**config.mk**
```make
export PLATFORM = sky130hd
export DESIGN_NAME = if_fetch_unit
export DESIGN_NICKNAME = d
export VERILOG_FILES = /design/src/rtl/if_fetch_unit.sv
export SDC_FILE = /design/constraint.sdc
export NUM_CORES = 1
export LEC_CHECK = 0
export ABC_AREA = 1
export BUFFER_PORTS_ARGS = -buffer_cell sky130_fd_sc_hd__buf_4
export CAP_MARGIN = 20
export CORE_ASPECT_RATIO = 1.25
export CORE_UTILIZATION = 50
export CTS_BUF_LIST = sky130_fd_sc_hd__clkbuf_16
export DETAILED_ROUTE_END_ITERATION = 8
export GPL_ROUTABILITY_DRIVEN = 0
export GPL_TIMING_DRIVEN = 0
export PLACE_DENSITY_LB_ADDON = 0.08
export SLEW_MARGIN = 15
export SYNTH_ARGS = -nofsm -noshare
export SYNTH_HDL_FRONTEND = slang
export SYNTH_SLANG_ARGS = --single-unit
```
**constraint.sdc**
```tcl
create_clock -name Clk -period 2.4 [get_ports Clk]
set_clock_uncertainty 0.1 [all_clocks]
set_input_delay 0.48 -clock Clk [delete_from_list [all_inputs] [get_ports Clk]]
set_output_delay 0.48 -clock Clk [all_outputs]
set_load 0.03 [all_outputs]
```
**src/rtl/if_fetch_unit.sv**
```systemverilog
// ---------------------------------------------------------------------------
// if_fetch_unit
// Instruction fetch stage: owns the PC, issues instruction-memory reads and
// presents fetched instructions to the IF/ID register through a one-entry
// output buffer backed by a one-entry skid buffer.
//
// Ports
//   Clk, Clrn          clock (rising edge), asynchronous active-low reset
//   Stall              IF/ID register is not accepting this cycle
//   Pcsrc              next-PC select: 00 seq, 01 branch, 10 jump, 11 reg jump
//   Bpc, Jpc, Rpc      redirect targets for Pcsrc 01 / 10 / 11
//   Imem_req/_addr     read request and word address to instruction memory
//   Imem_ack/_rdata    read data valid (only meaningful with Imem_req) and data
//   IF_PC/_PC4/_Inst   fetched PC, PC+4 and instruction word
//   IF_Valid           IF_* hold a real fetched instruction
// ---------------------------------------------------------------------------
module if_fetch_unit #(
  parameter logic [31:0] RESET_PC = 32'h0000_0000
) (
  input  logic        Clk,
  input  logic        Clrn,
  input  logic        Stall,
  input  logic [1:0]  Pcsrc,
  input  logic [31:0] Bpc,
  input  logic [31:0] Jpc,
  input  logic [31:0] Rpc,
  output logic        Imem_req,
  output logic [31:0] Imem_addr,
  input  logic        Imem_ack,
  input  logic [31:0] Imem_rdata,
  output logic [31:0] IF_PC,
  output logic [31:0] IF_PC4,
  output logic [31:0] IF_Inst,
  output logic        IF_Valid
);

  typedef enum logic [1:0] {
    ST_RUN   = 2'd0,
    ST_HOLD  = 2'd1,
    ST_DRAIN = 2'd2
  } state_t;

  state_t      r_state;
  logic [31:0] r_pc;
  logic [31:0] r_out_pc;
  logic [31:0] r_out_pc4;
  logic [31:0] r_out_inst;
  logic        r_out_valid;
  logic [31:0] r_skid_pc;
  logic [31:0] r_skid_inst;
  logic        r_skid_valid;
  logic [31:0] r_drain_addr;

  state_t      w_state_nxt;
  logic [31:0] w_pc_nxt;
  logic [31:0] w_out_pc_nxt;
  logic [31:0] w_out_pc4_nxt;
  logic [31:0] w_out_inst_nxt;
  logic        w_out_valid_nxt;
  logic [31:0] w_skid_pc_nxt;
  logic [31:0] w_skid_inst_nxt;
  logic        w_skid_valid_nxt;
  logic [31:0] w_drain_nxt;

  logic        w_req;
  logic        w_ack;
  logic        w_redirect;
  logic        w_consume;
  logic [31:0] w_target;
  logic [31:0] w_pc_inc;

  // Request is gated by the reset pin so it is low for the whole reset window,
  // even though the state register already reads RUN there.
  assign w_req      = (r_state != ST_HOLD);
  assign Imem_req   = Clrn & w_req;
  assign Imem_addr  = (r_state == ST_DRAIN) ? r_drain_addr : r_pc;
  assign w_ack      = Imem_ack & Imem_req;
  assign w_redirect = (Pcsrc != 2'b00);
  assign w_consume  = r_out_valid & ~Stall;
  // Plain 32-bit add: wraps modulo 2^32 and leaves bits [1:0] untouched.
  assign w_pc_inc   = r_pc + 32'd4;

  assign IF_PC    = r_out_pc;
  assign IF_PC4   = r_out_pc4;
  assign IF_Inst  = r_out_inst;
  assign IF_Valid = r_out_valid;

  // Redirect target selection.
  always_comb begin
    w_target = r_pc;
    case (Pcsrc)
      2'b01:   w_target = Bpc;
      2'b10:   w_target = Jpc;
      2'b11:   w_target = Rpc;
      default: w_target = r_pc;
    endcase
  end

  // Next-state and datapath update; a redirect overrides stall, ack and state.
  always_comb begin
    w_state_nxt      = r_state;
    w_pc_nxt         = r_pc;
    w_out_pc_nxt     = r_out_pc;
    w_out_pc4_nxt    = r_out_pc4;
    w_out_inst_nxt   = r_out_inst;
    w_out_valid_nxt  = r_out_valid;
    w_skid_pc_nxt    = r_skid_pc;
    w_skid_inst_nxt  = r_skid_inst;
    w_skid_valid_nxt = r_skid_valid;
    w_drain_nxt      = r_drain_addr;

    if (w_redirect) begin
      w_pc_nxt         = w_target;
      w_out_pc_nxt     = 32'h0000_0000;
      w_out_pc4_nxt    = 32'h0000_0000;
      w_out_inst_nxt   = 32'h0000_0000;
      w_out_valid_nxt  = 1'b0;
      w_skid_valid_nxt = 1'b0;
      case (r_state)
        ST_RUN: begin
          // An outstanding request must still be answered by memory; keep
          // its address on the bus in DRAIN so the target fetch is not
          // confused with the stale response.
          if (!w_ack) begin
            w_state_nxt = ST_DRAIN;
            w_drain_nxt = r_pc;
          end else begin
            w_state_nxt = ST_RUN;
          end
        end
        ST_DRAIN: w_state_nxt = ST_DRAIN;
        default:  w_state_nxt = ST_RUN;
      endcase
    end else begin
      case (r_state)
        ST_RUN: begin
          if (w_ack) begin
            w_pc_nxt = w_pc_inc;
            if (!r_out_valid || w_consume) begin
              w_out_pc_nxt    = r_pc;
              w_out_pc4_nxt   = w_pc_inc;
              w_out_inst_nxt  = Imem_rdata;
              w_out_valid_nxt = 1'b1;
            end else begin
              // Output full and stalled: park the word and stop requesting.
              w_skid_pc_nxt    = r_pc;
              w_skid_inst_nxt  = Imem_rdata;
              w_skid_valid_nxt = 1'b1;
              w_state_nxt      = ST_HOLD;
            end
          end else if (w_consume) begin
            w_out_pc_nxt    = 32'h0000_0000;
            w_out_pc4_nxt   = 32'h0000_0000;
            w_out_inst_nxt  = 32'h0000_0000;
            w_out_valid_nxt = 1'b0;
          end else begin
            w_out_valid_nxt = r_out_valid;
          end
        end
        ST_HOLD: begin
          if (!Stall) begin
            w_out_pc_nxt     = r_skid_pc;
            w_out_pc4_nxt    = r_skid_pc + 32'd4;
            w_out_inst_nxt   = r_skid_inst;
            w_out_valid_nxt  = r_skid_valid;
            w_skid_valid_nxt = 1'b0;
            w_state_nxt      = ST_RUN;
          end else begin
            w_state_nxt = ST_HOLD;
          end
        end
        ST_DRAIN: begin
          // Response to the pre-redirect address is dropped.
          if (w_ack) begin
            w_state_nxt = ST_RUN;
          end else begin
            w_state_nxt = ST_DRAIN;
          end
        end
        default: w_state_nxt = ST_RUN;
      endcase
    end
  end

  // State and datapath registers.
  always_ff @(posedge Clk or negedge Clrn) begin
    if (!Clrn) begin
      r_state      <= ST_RUN;
      r_pc         <= RESET_PC;
      r_out_pc     <= 32'h0000_0000;
      r_out_pc4    <= 32'h0000_0000;
      r_out_inst   <= 32'h0000_0000;
      r_out_valid  <= 1'b0;
      r_skid_pc    <= 32'h0000_0000;
      r_skid_inst  <= 32'h0000_0000;
      r_skid_valid <= 1'b0;
      r_drain_addr <= 32'h0000_0000;
    end else begin
      r_state      <= w_state_nxt;
      r_pc         <= w_pc_nxt;
      r_out_pc     <= w_out_pc_nxt;
      r_out_pc4    <= w_out_pc4_nxt;
      r_out_inst   <= w_out_inst_nxt;
      r_out_valid  <= w_out_valid_nxt;
      r_skid_pc    <= w_skid_pc_nxt;
      r_skid_inst  <= w_skid_inst_nxt;
      r_skid_valid <= w_skid_valid_nxt;
      r_drain_addr <= w_drain_nxt;
    end
  end

endmodule

```
==> metrics.cfg, run 1 <==
[power_and_ir_drop]
vdd_drop_max_mv=0.617
p_per_area_nw_per_um2=639
power_frac_clock=0.331
power.switching_uw=3470
power_uw=10500
p_int_uw=7030
power_frac_comb=0.253
switching_share=0.330
leakagePower_uw=0.00805
seq_power_share=0.416

[status]
outcome=complete, but fails checks
violations=hold timing, setup timing

[timing]
fin_ws_ns=-0.0237
max_freq_ghz=0.413
hold_viol_final=71
slew_violations=0
post-route-period-util=1.01
setup_tns_ns=-0.0416
rsz0062_at_grt=true
setup-violations-final=4
timing.hold.ws_ns=-0.0795
relSlewSlack=0.469
period_needed_ns=2.42
worstMarginPinSlew_ns=0.791

[final_layout]
area_growth_pct=31.7
antenna-diode-count=0
seq_area_sq_um=5660
multi_input_area_sq_um=6300
fillers=2204
final_nets=2241
fin_util=0.670
layout-drive-gt1-share=0.197
final_cells=2445

[setup_path]
critPathCaptureType=primary output
cp-start-kind=flop
path_class=reg -> out
ff2ff_path_depth=10
cpMostUsedCell=buf_12
path_cells=inv_2, nand2_2, buf_12, buf_12, a21oi_1, buf_4
cp_slowest_stage_delay_ns=0.42
path_delay_family=buffers and inverters
r2r_end=IF_PC4[29]$_DFFE_PN0P_
r2r_slack_ns=0.05
critPathSlowestCell=dfrtp_1
path_buf_inv=4
reg2reg_from=r_state[1]$_DFFE_PN0P_
crit_fanout=10
cp.required_ns=1.82
cp_num_cells=6
critPathArrivalTime_ns=1.84

[min_path]
min_path_type=in -> async

[die]
die_h_microns=179
rows=64
ios=264
die_w_microns=143
initial_core_util=0.509
dieArea_sq_um=25600
core_sq_um=24500

[synthesis]
yosysSeqAreaShare=0.454
syn_area_per_cell_sq_um=6.92
synth_fp_nets=1941
netlist_area_sq_um=12500
synth.most_common_cell=nand2_1
synth.top_cell.area_share=0.454
ys_seq_elements=226
ys_types=34
synth-main-ff-cell=dfrtp_1
yosys_warnings=0
synth.largest_area_cell=dfrtp_1
synth_edf_count=0
synth_area_leaders=dfrtp_1, nand2_1, o21ai_0
syn_inst=1801
synthArstFlopShare=1.00
synth_commonest_cells=nand2_1, o21ai_0, dfrtp_1, nor2_1, inv_1

[place]
hpwl_mm=33.9
io_buffer_count=263
dp_cells=2396

[clocking]
cts_buffer_depth=3
root_buffer=clkbuf_16
clk_pin_slew_ns=0.06
clk_latency_ns=0.52
cts_buffers=23
clock-sinks=226
tritoncts=built
h-tree-depth=1
holdBufCountCts=6

[job]
maxCapViolCount=0

[route]
routedWlPerCell_microns=18.6
dr.pass1.iters=9
drc_errors=0
vias_per_cell=5.53
ant_nets=0
drt_iter0_drc=1554
vias=13500
postRouteWirelength_mm=45.5

[grt]
grt_pass1_vias=13100
grtUsageTotal=0.358
grt_max_degree=74
antenna_found_initial=0
grt_pass1_wl_mm=69.6
overflow=0

cells in the final DEF (no fill, tap or decap), types with 3 or more instances in the layout:
master,netlist,final
a21oi_2,0,9
o21ai_0,257,257
nor2_4,0,16
clkbuf_1,62,48
inv_1,124,130
a21oi_4,0,19
buf_1,10,4
dfrtp_1,226,225
buf_2,18,17
nand3_1,93,93
buf_16,0,4
xor2_1,13,13
o22ai_1,10,10
nand2_1,693,692
nand4_1,15,15
ha_1,6,6
buf_12,0,8
clkinv_2,0,3
clkbuf_2,0,12
buf_6,1,29
clkinv_1,2,3
clkbuf_16,0,23
buf_4,8,247
nor2_2,3,13
nor2_1,166,140
o211ai_1,12,12
o21bai_1,3,3
a21oi_1,60,32
timing repair:
action	4_1_cts	5_1_grt
pin swaps	0	1
buffers inserted	3	1
hold endpoints to repair	43	71
setup endpoints to repair	166	152
gates cloned	1	0
gates resized for setup	58	118
cell type report:
cell class	instances	share of cell area
Sequential cell	226	0.345
Clock inverter	16	0.00770
Multi-Input combinational cell	1349	0.384
Tap cell	330	0.0252
Timing Repair Buffer	276	0.141
Inverter	127	0.0293
Buffer	98	0.0335
Clock buffer	23	0.0351
state kept, by name, summed over array words and instances (netlist names):
name / count
IF_Inst: 32
IF_PC: 32
r_drain_addr: 32
r_pc: 32
r_skid_inst: 32
r_skid_pc: 32
IF_PC4: 30
r_state: 2
IF_Valid: 1
r_skid_valid: 1
per-stage QoR:
stage	setup slack, ns	instance area [sq um]	hold slack, ns
2_1_floorplan	0.172	12500	0.0844
3_3_place_gp	-2.43	14900	0.365
3_5_place_dp	-0.751	14900	0.311
4_1_cts	-0.156	16000	-0.0582
5_1_grt	-0.0816	16400	-0.0452
6_report	-0.0237	16400	-0.0795
metal layers:
metal / routed length [microns] / up-vias / share of wire / track usage
li1: - / 6363 / - / -
met1: 16800 / 6297 / 0.37 / 0.416
met2: 22400 / 727 / 0.49 / 0.634
met3: 3820 / 138 / 0.084 / 0.0591
met4: 2450 / 0 / 0.054 / 0.178
met5: 0 / - / 0 / 0
kinds of logic (layout without fill, tap and decap cells):
family                     count (synthesis)  count (layout)  synth area share
AOI/OAI and AO/OA                        351             351             0.147
adders and majority gates                  6               6           0.00602
buffers and inverters                    226             540            0.0729
DFF                                      226             226             0.454
and+or+nand+nor                          978             978             0.310
xor gates and xnor gates                  14              14           0.00984
worst register-to-register path: cells and delay by family, from the launching register on:
family | cells | cell delay, ns
simple gates | 6 | 1.03
buf+inv | 4 | 0.70
flops | 1 | 0.46
worst max-delay path by stage:
stage                                      start                           end  slack [ns]
after floorplan           r_state[0]$_DFFE_PN0P_                 Imem_addr[13]        0.17
after CTS                 r_state[0]$_DFFE_PN0P_                      Imem_req       -0.16
after global routing      r_state[1]$_DFFE_PN0P_         IF_PC[22]$_DFFE_PN0P_       -0.08
after detailed placement                Pcsrc[0]          r_pc[25]$_DFFE_PN0P_       -0.75
final                     r_state[0]$_DFFE_PN0P_                 Imem_addr[26]       -0.02
after global placement                      Clrn  r_drain_addr[19]$_DFFE_PN0P_       -2.43
power by group through the flow:
| stage | Sequential [uW] | Combinational (uW) | Clock [uW] |
|---|---|---|---|
| 6_report | 4360 | 2650 | 3480 |
| 5_1_grt | 4390 | 2840 | 3630 |
| 4_1_cts | 4310 | 2370 | 3490 |
| 3_5_place_dp | 4370 | 2220 | 0 |
| 3_3_place_gp | 4360 | 2170 | 0 |
| 2_1_floorplan | 4400 | 1180 | 0 |
Power figures use the tool's default switching activity.
==> inputs of run 2 (changes only) <==
--- a/config.mk
+++ b/config.mk
@@ -8,8 +8,10 @@
 export ABC_AREA = 1
 export BUFFER_PORTS_ARGS = -buffer_cell sky130_fd_sc_hd__buf_4
 export CAP_MARGIN = 20
+export CELL_PAD_IN_SITES_DETAIL_PLACEMENT = 1
+export CELL_PAD_IN_SITES_GLOBAL_PLACEMENT = 2
 export CORE_ASPECT_RATIO = 1.25
-export CORE_UTILIZATION = 50
+export CORE_UTILIZATION = 30
 export CTS_BUF_LIST = sky130_fd_sc_hd__clkbuf_16
 export DETAILED_ROUTE_END_ITERATION = 8
 export GPL_ROUTABILITY_DRIVEN = 0
==> run 2 against run 1 <==
Compared with the run above: the run ends with setup timing left; global-route usage down 9.8 points; maximum frequency down 2.8%; largest power group unchanged; highest routed layer unchanged; non-clock buffer count grew 22; combinational power grew 5%; die area is 66% higher; critical path type unchanged.
==> metrics.cfg, run 2 (synthesis results as in run 1) <==
[status]
outcome=complete, but fails checks
violations=setup timing

[clocking]
cts_buffer_depth=3  ; unchanged
clk_latency_ns=0.56  ; +0.04 ns
root_buffer=clkbuf_16
h-tree-depth=1  ; unchanged
clk_pin_slew_ns=0.06  ; about the same
cts_buffers=26  ; +13%
clock-sinks=226  ; unchanged
tritoncts=built

[setup_path]
path_delay_family=buffers and inverters
cp_slowest_stage_delay_ns=0.40  ; -0.02 ns
r2r_end=IF_PC4[25]$_DFFE_PN0P_
critPathArrivalTime_ns=1.91  ; +0.07 ns
r2r_slack_ns=0.08  ; +0.03 ns
reg2reg_from=r_state[1]$_DFFE_PN0P_
cp-start-kind=flop
cpMostUsedCell=clkbuf_16
path_cells=inv_2, nand2_4, clkbuf_16, clkbuf_16, buf_12, a21oi_4, buf_6
cp.required_ns=1.82  ; about the same
crit_fanout=6  ; -4
ff2ff_path_depth=11  ; +1
path_buf_inv=5  ; +1
critPathSlowestCell=dfrtp_1
path_class=reg -> out
critPathCaptureType=primary output

[job]
maxCapViolCount=0  ; unchanged

[power_and_ir_drop]
leakagePower_uw=0.00829  ; +3.0%
p_per_area_nw_per_um2=634  ; -0.78%
vdd_drop_max_mv=0.483  ; -22%

[timing]
hold_viol_final=0  ; -100%
post-route-period-util=1.04  ; +0.0291
slew_violations=0  ; unchanged
period_needed_ns=2.49  ; +0.0699 ns
max_freq_ghz=0.401  ; -2.8%
rsz0062_at_grt=true
setup-violations-final=19  ; +15
setup_tns_ns=-0.841  ; -0.799 ns
fin_ws_ns=-0.0935  ; -0.0699 ns
worstMarginPinSlew_ns=0.709  ; -0.0820 ns
relSlewSlack=0.527  ; +0.0587

[die]
rows=83  ; +30%
die_w_microns=184  ; +29%
core_sq_um=41000  ; +67%
ios=264  ; unchanged
initial_core_util=0.304  ; -0.205
dieArea_sq_um=42400  ; +66%
die_h_microns=230  ; +29%

[grt]
grtUsageTotal=0.259  ; -0.0983
overflow=0  ; unchanged
grt_max_degree=86  ; +16%
antenna_found_initial=1  ; +1
grt_pass1_wl_mm=82.9  ; +19%
grt_pass1_vias=13900  ; +6.1%

[min_path]
holdPathEnd=r_pc[0]$_DFFE_PN0P_
hold_depth=3
hold_start=Bpc[0]
min_path_type=in -> reg

[final_layout]
layout_common_cells=nand2_1, o21ai_0, buf_4
fin_util=0.419  ; -0.251
area_growth_pct=37.8
final_cells=2695  ; +10%
final_nets=2266  ; +1.1%
mostFrequentLayoutCell=nand2_1
layout-drive-gt1-share=0.206  ; +0.00919
final_cell_area_sq_um=17200  ; +4.7%

[route]
vias=13300  ; -2.0%
vias_per_cell=4.92  ; -11%
drt_iter0_drc=717  ; -54%
drc_errors=0  ; unchanged
postRouteWirelength_mm=55.6  ; +22%
ant_nets=0  ; unchanged
dr.pass1.iters=6  ; -3
routedWlPerCell_microns=20.6  ; +11%

[place]
dp_cells=2618  ; +9.3%
placed_area_sq_um=15200  ; +1.9%
io_buffer_count=263  ; unchanged
hpwl_mm=42.4  ; +25%
dpl_worst_slack_ns=-1.20  ; -0.453 ns

## run 2: layout make-up
type	count	area [sq um]
diodes	1	2.50
plain buffers	97	568
inverters	127	479
flip-flops and latches	226	5660
clock buffers	27	676
fillers	5180	23800
well taps	552	691
multi-input cells	1349	6330
repair buffers	299	2670
clock inverters	17	101
## run 2: timing repair
| item | CTS | global route |
|---|---|---|
| cloned | 5 | 2 |
| endpoints found under the hold margin | 82 | 82 |
| setup buffers | 7 | 12 |
| endpoints found under the setup margin | 253 | 141 |
| pin swaps | 21 | 4 |
| gates resized for setup | 169 | 28 |
## run 2: worst register-to-register path, delay by kind of cell, from the launching register on
family | cells | cell delay (ns)
buf+inv | 5 | 0.88
flops | 1 | 0.46
simple gates | 6 | 0.84
## run 2: power breakdown
part,internal [uW],switching (uW),total [uW],leakage [uW]
sequential,4100,257,4350,0.00303
combinational,1040,1730,2770,0.00486
clock,2120,1660,3780,0.000402
## run 2: routing by layer
metal,routed length [microns],vias to the layer above,track usage
met2,28900,370,0.476
met4,1670,0,0.0862
met1,22600,6381,0.307
met3,2420,77,0.0342
met5,0,-,0
li1,-,6423,-
## run 2: per-stage QoR
step / hold slack [ns] / power, uW
5_1_grt: 0.113 / 11400
6_report: 0.0954 / 10900
3_3_place_gp: 0.366 / 6630
3_5_place_dp: 0.367 / 6680
4_1_cts: -0.263 / 10900
2_1_floorplan: 0.0844 / 5580
## run 2: worst max-delay path by stage
stage / slack [ns] / start / end / cells after the start
after floorplan: 0.17 / r_state[0]$_DFFE_PN0P_ / Imem_addr[13] / 6
after global placement: -2.79 / Clrn / r_skid_pc[28]$_DFFE_PN0P_ / 7
after detailed placement: -1.20 / Clrn / r_skid_pc[29]$_DFFE_PN0P_ / 8
after CTS: -0.12 / r_state[1]$_DFFE_PN0P_ / Imem_addr[25] / 6
after global routing: -0.11 / r_state[0]$_DFFE_PN0P_ / Imem_addr[31] / 7
final: -0.09 / r_state[0]$_DFFE_PN0P_ / Imem_addr[31] / 7
